`src/rtl/muldiv_pkg.sv`:
```
// Shared encodings and helpers for the HI/LO multiply/divide unit.
package muldiv_pkg;

  typedef enum logic [1:0] {
    OP_MULT  = 2'b00,
    OP_MULTU = 2'b01,
    OP_DIV   = 2'b10,
    OP_DIVU  = 2'b11
  } op_e;

  typedef enum logic [1:0] {
    S_IDLE = 2'b00,
    S_MUL  = 2'b01,
    S_DIV  = 2'b10,
    S_FIX  = 2'b11
  } state_e;

  localparam int          XLEN           = 32;
  localparam int          CNT_W          = 6;
  localparam logic [31:0] DIV_BY_ZERO_LO = 32'hFFFF_FFFF;

  // Two's-complement negate when en is set, pass-through otherwise.
  function automatic logic [31:0] neg_if(input logic [31:0] v, input logic en);
    return en ? (~v + 32'd1) : v;
  endfunction

endpackage

```
`src/rtl/hilo_muldiv_if.sv`:
```
// Issue/result bundle between the EX-stage decoder and the HI/LO unit.
interface hilo_muldiv_if;
  import muldiv_pkg::*;

  logic        start;
  op_e         op;
  logic [31:0] rs_data;
  logic [31:0] rt_data;
  logic        mthi;
  logic        mtlo;
  logic [31:0] mt_data;
  logic        flush;
  logic        busy;
  logic [31:0] hi;
  logic [31:0] lo;

  modport master (
    output start, op, rs_data, rt_data, mthi, mtlo, mt_data, flush,
    input  busy, hi, lo
  );

  modport slave (
    input  start, op, rs_data, rt_data, mthi, mtlo, mt_data, flush,
    output busy, hi, lo
  );

endinterface

```
`src/rtl/hilo_muldiv_div_restoring_step.sv`:
```
// One radix-2 restoring division step over the {remainder, quotient} pair.
module div_restoring_step
  import muldiv_pkg::*;
(
  input  logic [XLEN-1:0] rem_in,
  input  logic [XLEN-1:0] quo_in,
  input  logic [XLEN-1:0] divisor,
  output logic [XLEN-1:0] rem_out,
  output logic [XLEN-1:0] quo_out
);

  logic [XLEN:0] shifted_s;
  logic [XLEN:0] diff_s;

  // Shift in the next dividend bit, keep the trial difference if non-negative.
  always_comb begin
    shifted_s = {rem_in, quo_in[XLEN-1]};
    diff_s    = shifted_s - {1'b0, divisor};
    if (diff_s[XLEN] == 1'b0) begin
      rem_out = diff_s[XLEN-1:0];
      quo_out = {quo_in[XLEN-2:0], 1'b1};
    end else begin
      rem_out = shifted_s[XLEN-1:0];
      quo_out = {quo_in[XLEN-2:0], 1'b0};
    end
  end

endmodule

```
`src/rtl/hilo_muldiv.sv`:
```
// Multi-cycle MULT/MULTU/DIV/DIVU unit owning the architectural HI/LO registers.
module hilo_muldiv
  import muldiv_pkg::*;
#(
  parameter int MUL_CYCLES = 2,
  parameter int DIV_CYCLES = 32
) (
  input  logic         clk,
  input  logic         reset,
  hilo_muldiv_if.slave bus
);

  state_e            state_r;
  state_e            next_state_s;
  logic              busy_r;
  logic [31:0]       hi_r;
  logic [31:0]       lo_r;
  logic [CNT_W-1:0]  cnt_r;
  logic [63:0]       prod_pipe_r [MUL_CYCLES];
  logic [31:0]       rem_r;
  logic [31:0]       quo_r;
  logic [31:0]       divisor_r;
  logic [31:0]       dividend_r;
  logic              neg_q_r;
  logic              neg_rem_r;
  logic              div_zero_r;

  logic              signed_op_s;
  logic              accept_s;
  logic              last_mul_s;
  logic              last_div_s;
  logic signed [32:0] a_ext_s;
  logic signed [32:0] b_ext_s;
  logic signed [63:0] prod_s;
  logic [31:0]       step_rem_s;
  logic [31:0]       step_quo_s;
  logic [31:0]       fix_q_s;
  logic [31:0]       fix_rem_s;

  assign signed_op_s = ~bus.op[0];
  assign accept_s    = (state_r == S_IDLE) && bus.start && !bus.flush;
  assign last_mul_s  = (state_r == S_MUL) && (cnt_r == CNT_W'(MUL_CYCLES - 1));
  assign last_div_s  = (state_r == S_DIV) && (cnt_r == CNT_W'(DIV_CYCLES - 1));

  // Operands are sign- or zero-extended so one signed multiplier serves both forms.
  always_comb begin
    a_ext_s   = {signed_op_s & bus.rs_data[31], bus.rs_data};
    b_ext_s   = {signed_op_s & bus.rt_data[31], bus.rt_data};
    prod_s    = 64'(a_ext_s) * 64'(b_ext_s);
    fix_q_s   = neg_if(quo_r, neg_q_r);
    fix_rem_s = neg_if(rem_r, neg_rem_r);
  end

  div_restoring_step u_div_step (
    .rem_in  (rem_r),
    .quo_in  (quo_r),
    .divisor (divisor_r),
    .rem_out (step_rem_s),
    .quo_out (step_quo_s)
  );

  // Next-state logic; flush returns to IDLE from anywhere, ahead of completion.
  always_comb begin
    next_state_s = state_r;
    if (bus.flush) begin
      next_state_s = S_IDLE;
    end else begin
      case (state_r)
        S_IDLE: begin
          if (bus.start) next_state_s = bus.op[1] ? S_DIV : S_MUL;
          else           next_state_s = S_IDLE;
        end
        S_MUL: begin
          if (last_mul_s) next_state_s = S_IDLE;
          else            next_state_s = S_MUL;
        end
        S_DIV: begin
          if (last_div_s) next_state_s = S_FIX;
          else            next_state_s = S_DIV;
        end
        S_FIX:   next_state_s = S_IDLE;
        default: next_state_s = S_IDLE;
      endcase
    end
  end

  // State register and registered busy flag.
  always_ff @(posedge clk or posedge reset) begin
    if (reset) begin
      state_r <= S_IDLE;
      busy_r  <= 1'b0;
    end else begin
      state_r <= next_state_s;
      busy_r  <= (next_state_s != S_IDLE);
    end
  end

  // Iteration counter and divider working registers.
  always_ff @(posedge clk or posedge reset) begin
    if (reset) begin
      cnt_r      <= '0;
      rem_r      <= 32'd0;
      quo_r      <= 32'd0;
      divisor_r  <= 32'd0;
      dividend_r <= 32'd0;
      neg_q_r    <= 1'b0;
      neg_rem_r  <= 1'b0;
      div_zero_r <= 1'b0;
    end else if (accept_s) begin
      cnt_r      <= '0;
      rem_r      <= 32'd0;
      quo_r      <= neg_if(bus.rs_data, signed_op_s & bus.rs_data[31]);
      divisor_r  <= neg_if(bus.rt_data, signed_op_s & bus.rt_data[31]);
      dividend_r <= bus.rs_data;
      neg_q_r    <= signed_op_s & (bus.rs_data[31] ^ bus.rt_data[31]);
      neg_rem_r  <= signed_op_s & bus.rs_data[31];
      div_zero_r <= (bus.rt_data == 32'd0);
    end else if (state_r == S_DIV) begin
      cnt_r <= cnt_r + CNT_W'(1);
      rem_r <= step_rem_s;
      quo_r <= step_quo_s;
    end else if (state_r == S_MUL) begin
      cnt_r <= cnt_r + CNT_W'(1);
    end
  end

  // Product captured at issue and carried down a MUL_CYCLES-deep chain.
  always_ff @(posedge clk or posedge reset) begin
    if (reset) begin
      for (int i = 0; i < MUL_CYCLES; i++) prod_pipe_r[i] <= 64'd0;
    end else begin
      if (accept_s) prod_pipe_r[0] <= prod_s;
      for (int i = 1; i < MUL_CYCLES; i++) prod_pipe_r[i] <= prod_pipe_r[i-1];
    end
  end

  // HI/LO architectural state: MTHI/MTLO in IDLE, results on completion.
  always_ff @(posedge clk or posedge reset) begin
    if (reset) begin
      hi_r <= 32'd0;
      lo_r <= 32'd0;
    end else if (!bus.flush) begin
      case (state_r)
        S_IDLE: begin
          if (!bus.start) begin
            if (bus.mthi) hi_r <= bus.mt_data;
            if (bus.mtlo) lo_r <= bus.mt_data;
          end
        end
        S_MUL: begin
          if (last_mul_s) {hi_r, lo_r} <= prod_pipe_r[MUL_CYCLES-1];
        end
        S_FIX: begin
          if (div_zero_r) begin
            lo_r <= DIV_BY_ZERO_LO;
            hi_r <= dividend_r;
          end else begin
            lo_r <= fix_q_s;
            hi_r <= fix_rem_s;
          end
        end
        default: ;
      endcase
    end
  end

  assign bus.busy = busy_r;
  assign bus.hi   = hi_r;
  assign bus.lo   = lo_r;

endmodule

```
`src/flat_wrapper.sv`:
```
// flat-port wrapper written by rule: the top's interface ports become plain ports
module hilo_muldiv_flat import muldiv_pkg::*;
#(
  parameter int MUL_CYCLES = 2,
  parameter int DIV_CYCLES = 32
)
  (clk, reset, bus_start, bus_op, bus_rs_data, bus_rt_data, bus_mthi, bus_mtlo, bus_mt_data, bus_flush, bus_busy, bus_hi, bus_lo);
  hilo_muldiv_if bus_i ();
  input  logic clk;
  input  logic reset;
  input wire logic [$bits(bus_i.start)-1:0] bus_start;
  input wire logic [$bits(bus_i.op)-1:0] bus_op;
  input wire logic [$bits(bus_i.rs_data)-1:0] bus_rs_data;
  input wire logic [$bits(bus_i.rt_data)-1:0] bus_rt_data;
  input wire logic [$bits(bus_i.mthi)-1:0] bus_mthi;
  input wire logic [$bits(bus_i.mtlo)-1:0] bus_mtlo;
  input wire logic [$bits(bus_i.mt_data)-1:0] bus_mt_data;
  input wire logic [$bits(bus_i.flush)-1:0] bus_flush;
  output wire logic [$bits(bus_i.busy)-1:0] bus_busy;
  output wire logic [$bits(bus_i.hi)-1:0] bus_hi;
  output wire logic [$bits(bus_i.lo)-1:0] bus_lo;
  assign bus_i.start = bus_start;
  assign bus_i.op = bus_op;
  assign bus_i.rs_data = bus_rs_data;
  assign bus_i.rt_data = bus_rt_data;
  assign bus_i.mthi = bus_mthi;
  assign bus_i.mtlo = bus_mtlo;
  assign bus_i.mt_data = bus_mt_data;
  assign bus_i.flush = bus_flush;
  assign bus_busy = bus_i.busy;
  assign bus_hi = bus_i.hi;
  assign bus_lo = bus_i.lo;
  hilo_muldiv #(.MUL_CYCLES(MUL_CYCLES), .DIV_CYCLES(DIV_CYCLES)) u_core (.clk(clk), .reset(reset), .bus(bus_i));
endmodule
```
`config.mk`:
```
export PLATFORM = sky130hd
export DESIGN_NAME = hilo_muldiv_flat
export DESIGN_NICKNAME = d
export VERILOG_FILES = /design/src/rtl/muldiv_pkg.sv /design/src/rtl/hilo_muldiv_if.sv /design/src/rtl/hilo_muldiv_div_restoring_step.sv /design/src/rtl/hilo_muldiv.sv /design/src/flat_wrapper.sv
export SDC_FILE = /design/constraint.sdc
export NUM_CORES = 2
export LEC_CHECK = 0
export CAP_MARGIN = 10
export CORE_ASPECT_RATIO = 1.25
export CORE_MARGIN = 3
export CORE_UTILIZATION = 45
export DETAILED_ROUTE_END_ITERATION = 12
export DONT_BUFFER_PORTS = 1
export GPL_TIMING_DRIVEN = 1
export PLACE_DENSITY_LB_ADDON = 0.25
export SKIP_LAST_GASP = 1
export SYNTH_ARGS = -nofsm -noshare
export SYNTH_HDL_FRONTEND = slang
export SYNTH_SLANG_ARGS = --single-unit
```
`constraint.sdc`:
```
create_clock -name clk -period 14.75 [get_ports clk]
set_input_delay 2.95 -clock clk [delete_from_list [all_inputs] [get_ports clk]]
set_output_delay 2.95 -clock clk [all_outputs]
set_load 0.02 [all_outputs]
```
==> metrics.log <==
INFO  metric hold_viol = 0
INFO  metric cts_htree_levels = 2
INFO  metric layout.nets = 7292
INFO  metric crit_path_start_kind = input pin
INFO  metric maximum_number_of_pins_on_one_net_before_global_route_repair = 211
INFO  metric synth_edf_count = 0
INFO  metric setup_viol_count_final = 0
INFO  metric slew-limit-headroom = 32.3%
INFO  metric postSynthNetCount = 7620
INFO  metric boundaryPins = 169
INFO  metric routedWlPerCell = 23.5 microns
INFO  metric place.port_buffers = 0
INFO  metric row_count = 143
INFO  metric setup_tns = 0 ps
INFO  metric place.gp.congestion = 0.910
INFO  metric most_frequent_cells_in_the_layout = 1170 x inv_1, 1126 x fa_1, 1082 x nand2_1, 362 x and2_1, 331 x dfrtp_1
INFO  metric antenna_violating_nets_post_route = 0
INFO  metric setup_repair_after_global_routing_missed_its_margin = false
INFO  metric peak_fanout_along_the_critical_path = 46
INFO  metric synthesis.area_per_instance = 9.04 sq um
INFO  metric die_width = 320 microns
INFO  metric timing.final.max_slew_violations = 0
INFO  metric syn_inst = 6134
INFO  metric layout-drive-gt1-share = 2.02%
INFO  metric post_cts.repair.setup_buffers = 0
INFO  metric die_h = 398 microns
INFO  metric initial_core_utilization = 45.5%
INFO  metric max-cap-violations = 0
INFO  metric grt_usage = 28.0%
INFO  metric n_fill_cell = 11.7k
INFO  metric cts_resized = 0
INFO  metric post-route-drc-count = 0
INFO  metric place_worst_setup_slack = 2650 ps
INFO  metric area.growth.synth_to_final = 3.77%
INFO  metric grt_remaining_overflow = 0
INFO  metric first_global_vias = 44.2k
INFO  metric cts_root_buf = clkbuf_16
INFO  metric post-route-worst-setup-slack = 3170 ps
INFO  metric floorplan.die_area = 127000 sq um
INFO  metric tightestPinTransition = 1020 ps
INFO  metric most_common_library_cell_in_the_layout_ignoring_fill_and_taps = inv_1
INFO  metric numPlacedInstances = 7362
INFO  metric routed_wire_length = 175000 microns
INFO  metric worst_r2r_path_depth = 15
INFO  metric clk_path_buf_depth = 3
INFO  metric postSynth.asyncResetShare = 100%
INFO  metric mappedNetlistArea = 55400 sq um
INFO  metric setup.worst_path.end_class = flip-flop
INFO  metric post-route-util = 47.2%
INFO  metric maxClockFrequency = 0.0863 GHz
INFO  metric cts_num_sinks = 332
INFO  metric layout_min_cycle_time = 11580 ps
INFO  metric cts_made_buffers = 37
INFO  metric drt_first_pass_iters = 6
INFO  metric post_cts_hold_buffer_count = 0
INFO  metric synth_seq_cells = 332
INFO  metric outcome = complete, no violations
INFO  metric clock_skew = 10.7 ps
INFO  metric antenna_found_initial = 9
INFO  metric critPathKind = in2reg
INFO  metric data_arrival_time_of_the_critical_path = 11960 ps
INFO  metric timing.final.crit_share = 78.5%
INFO  metric drtIter0Drc = 3047
INFO  metric finalNonFillerCells = 7434
INFO  metric placeableCoreArea = 122000 sq um
INFO  metric insertion_delay = 530 ps
INFO  metric clock_tree_from_tritoncts = done
INFO  metric crit_required = 15130 ps
INFO  metric synth.yosys.seq_area_share = 15.0%
INFO  metric place_hpwl = 126000 microns
INFO  metric hold-path-cell-count = 0
INFO  metric hold_class = reg2reg
INFO  metric via_count = 41.2k
INFO  metric global_route_wire_length_before_repair = 271000 microns
INFO  metric synthFlopType = dfrtp_1
INFO  metric cts.clk_slew.worst_paths = 60 ps
INFO  metric yosysWarningCount = 0
INFO  metric avgViaCountPerCell = 5.54
INFO  metric post_synth_num_cell_types = 75
metrics by stage:
stage | hold slack, ps | instance area, sq um
3_5_place_dp | 361 | 56200
3_3_place_gp | 358 | 56200
5_1_grt | 381 | 57500
4_1_cts | 375 | 57500
6_report | 373 | 57500
2_1_floorplan | 354 | 55400
kinds of logic (layout without fill, tap and decap cells):
group	after synthesis	in the layout	synth area share, %
AND/OR/NAND/NOR	1782	1782	14.6
buffers and inverters	1559	1258	10.6
adder cells (fa/ha/maj)	1382	1382	46.4
AO/OA/AOI/OAI	797	797	8.77
flip-flops	332	332	15.0
XOR/XNOR	224	224	3.54
multiplexers	58	58	1.05
other	0	6	0
critical path: stages:
cell,delay (ps)
nor2b_4,800
nand2_1,210
inv_1,170
fa_1,500
fa_1,570
fa_1,630
inv_1,290
fa_1,1060
inv_1,310
fa_1,530
fa_1,540
inv_1,50
fa_1,440
fa_1,490
inv_1,40
ha_1,370
a21o_1,190
a21o_1,180
a21oi_1,300
o21ai_0,150
a21oi_1,160
inv_1,60
or4_1,460
a31oi_1,220
xnor2_1,140
o21ai_0,90
sequential cells by signal, indices dropped and copies added (netlist names), 2 cells and up:
register,flops
u_core.bus.hi,32
u_core.cnt_r,6
u_core.state_r,2
u_core.prod_pipe_r,128
u_core.bus.lo,32
u_core.quo_r,32
u_core.divisor_r,32
u_core.dividend_r,32
u_core.rem_r,32
cells in the mapped netlist (12+ instances only):
cell type	n	area [sq um]
inv_1	1171	4400
nand2_1	1083	4070
a31oi_1	13	81.3
o41ai_1	13	114
o21bai_1	16	120
or4_1	15	113
nand3_1	25	125
a21oi_1	200	1000
dfrtp_1	332	8310
nand4_1	18	113
ha_1	256	3200
a21o_1	50	375
xor2_1	91	797
a22o_1	32	280
nand2b_1	17	106
and2_1	362	2260
o21ai_0	305	1530
nor3_1	34	170
nor4_1	12	75.1
nor2_1	141	529
a221oi_1	25	219
mux2i_1	57	571
fa_1	1126	22500
o31ai_1	38	285
or3_1	15	93.8
clkbuf_1	330	1240
buf_1	54	203
o21a_1	12	90.1
a211oi_1	30	225
xnor2_1	133	1160
routing by layer:
layer  up-vias  global-route usage [%]  part of all wire, %
li1      17900                       -                    -
met1     21300                    35.6                   39
met2      1522                    47.2                   48
met3       355                    5.34                  7.8
met4         6                    11.7                  5.0
met5         -                       0                0.019
path summary, 6_finish.rpt:
check	slack [ps]	startpoint	to
max	3170	bus_rs_data[31]	u_core.prod_pipe_r[127]$_DFFE_PP0P_
min	370	u_core.prod_pipe_r[93]$_DFFE_PP0P_	u_core.prod_pipe_r[29]$_DFF_PP0_
max reg2reg	10410	u_core.quo_r[31]$_DFFE_PP0P_	u_core.rem_r[28]$_DFFE_PP0P_
min reg2reg	370	u_core.prod_pipe_r[93]$_DFFE_PP0P_	u_core.prod_pipe_r[29]$_DFF_PP0_
max in group asynchronous	9920	reset	u_core.prod_pipe_r[11]$_DFF_PP0_
min in group asynchronous	2420	reset	u_core.bus.hi[20]$_DFFE_PP0P_
layout make-up:
| cell class | count | area, sq um | share of cell area (%) |
|---|---|---|---|
| clock inverters | 11 | 213 | 0.370 |
| diodes | 6 | 15.0 | 0.0261 |
| flip-flops and latches | 332 | 8310 | 14.4 |
| inverters | 1172 | 4410 | 7.66 |
| clock buffers | 55 | 1100 | 1.91 |
| multi-input cells | 4243 | 41300 | 71.8 |
| repair buffers | 20 | 163 | 0.283 |
| well taps | 1595 | 2000 | 3.47 |
Power is not shown: default switching activity piles up to over one toggle a cycle in this logic, so the estimate is an artifact.
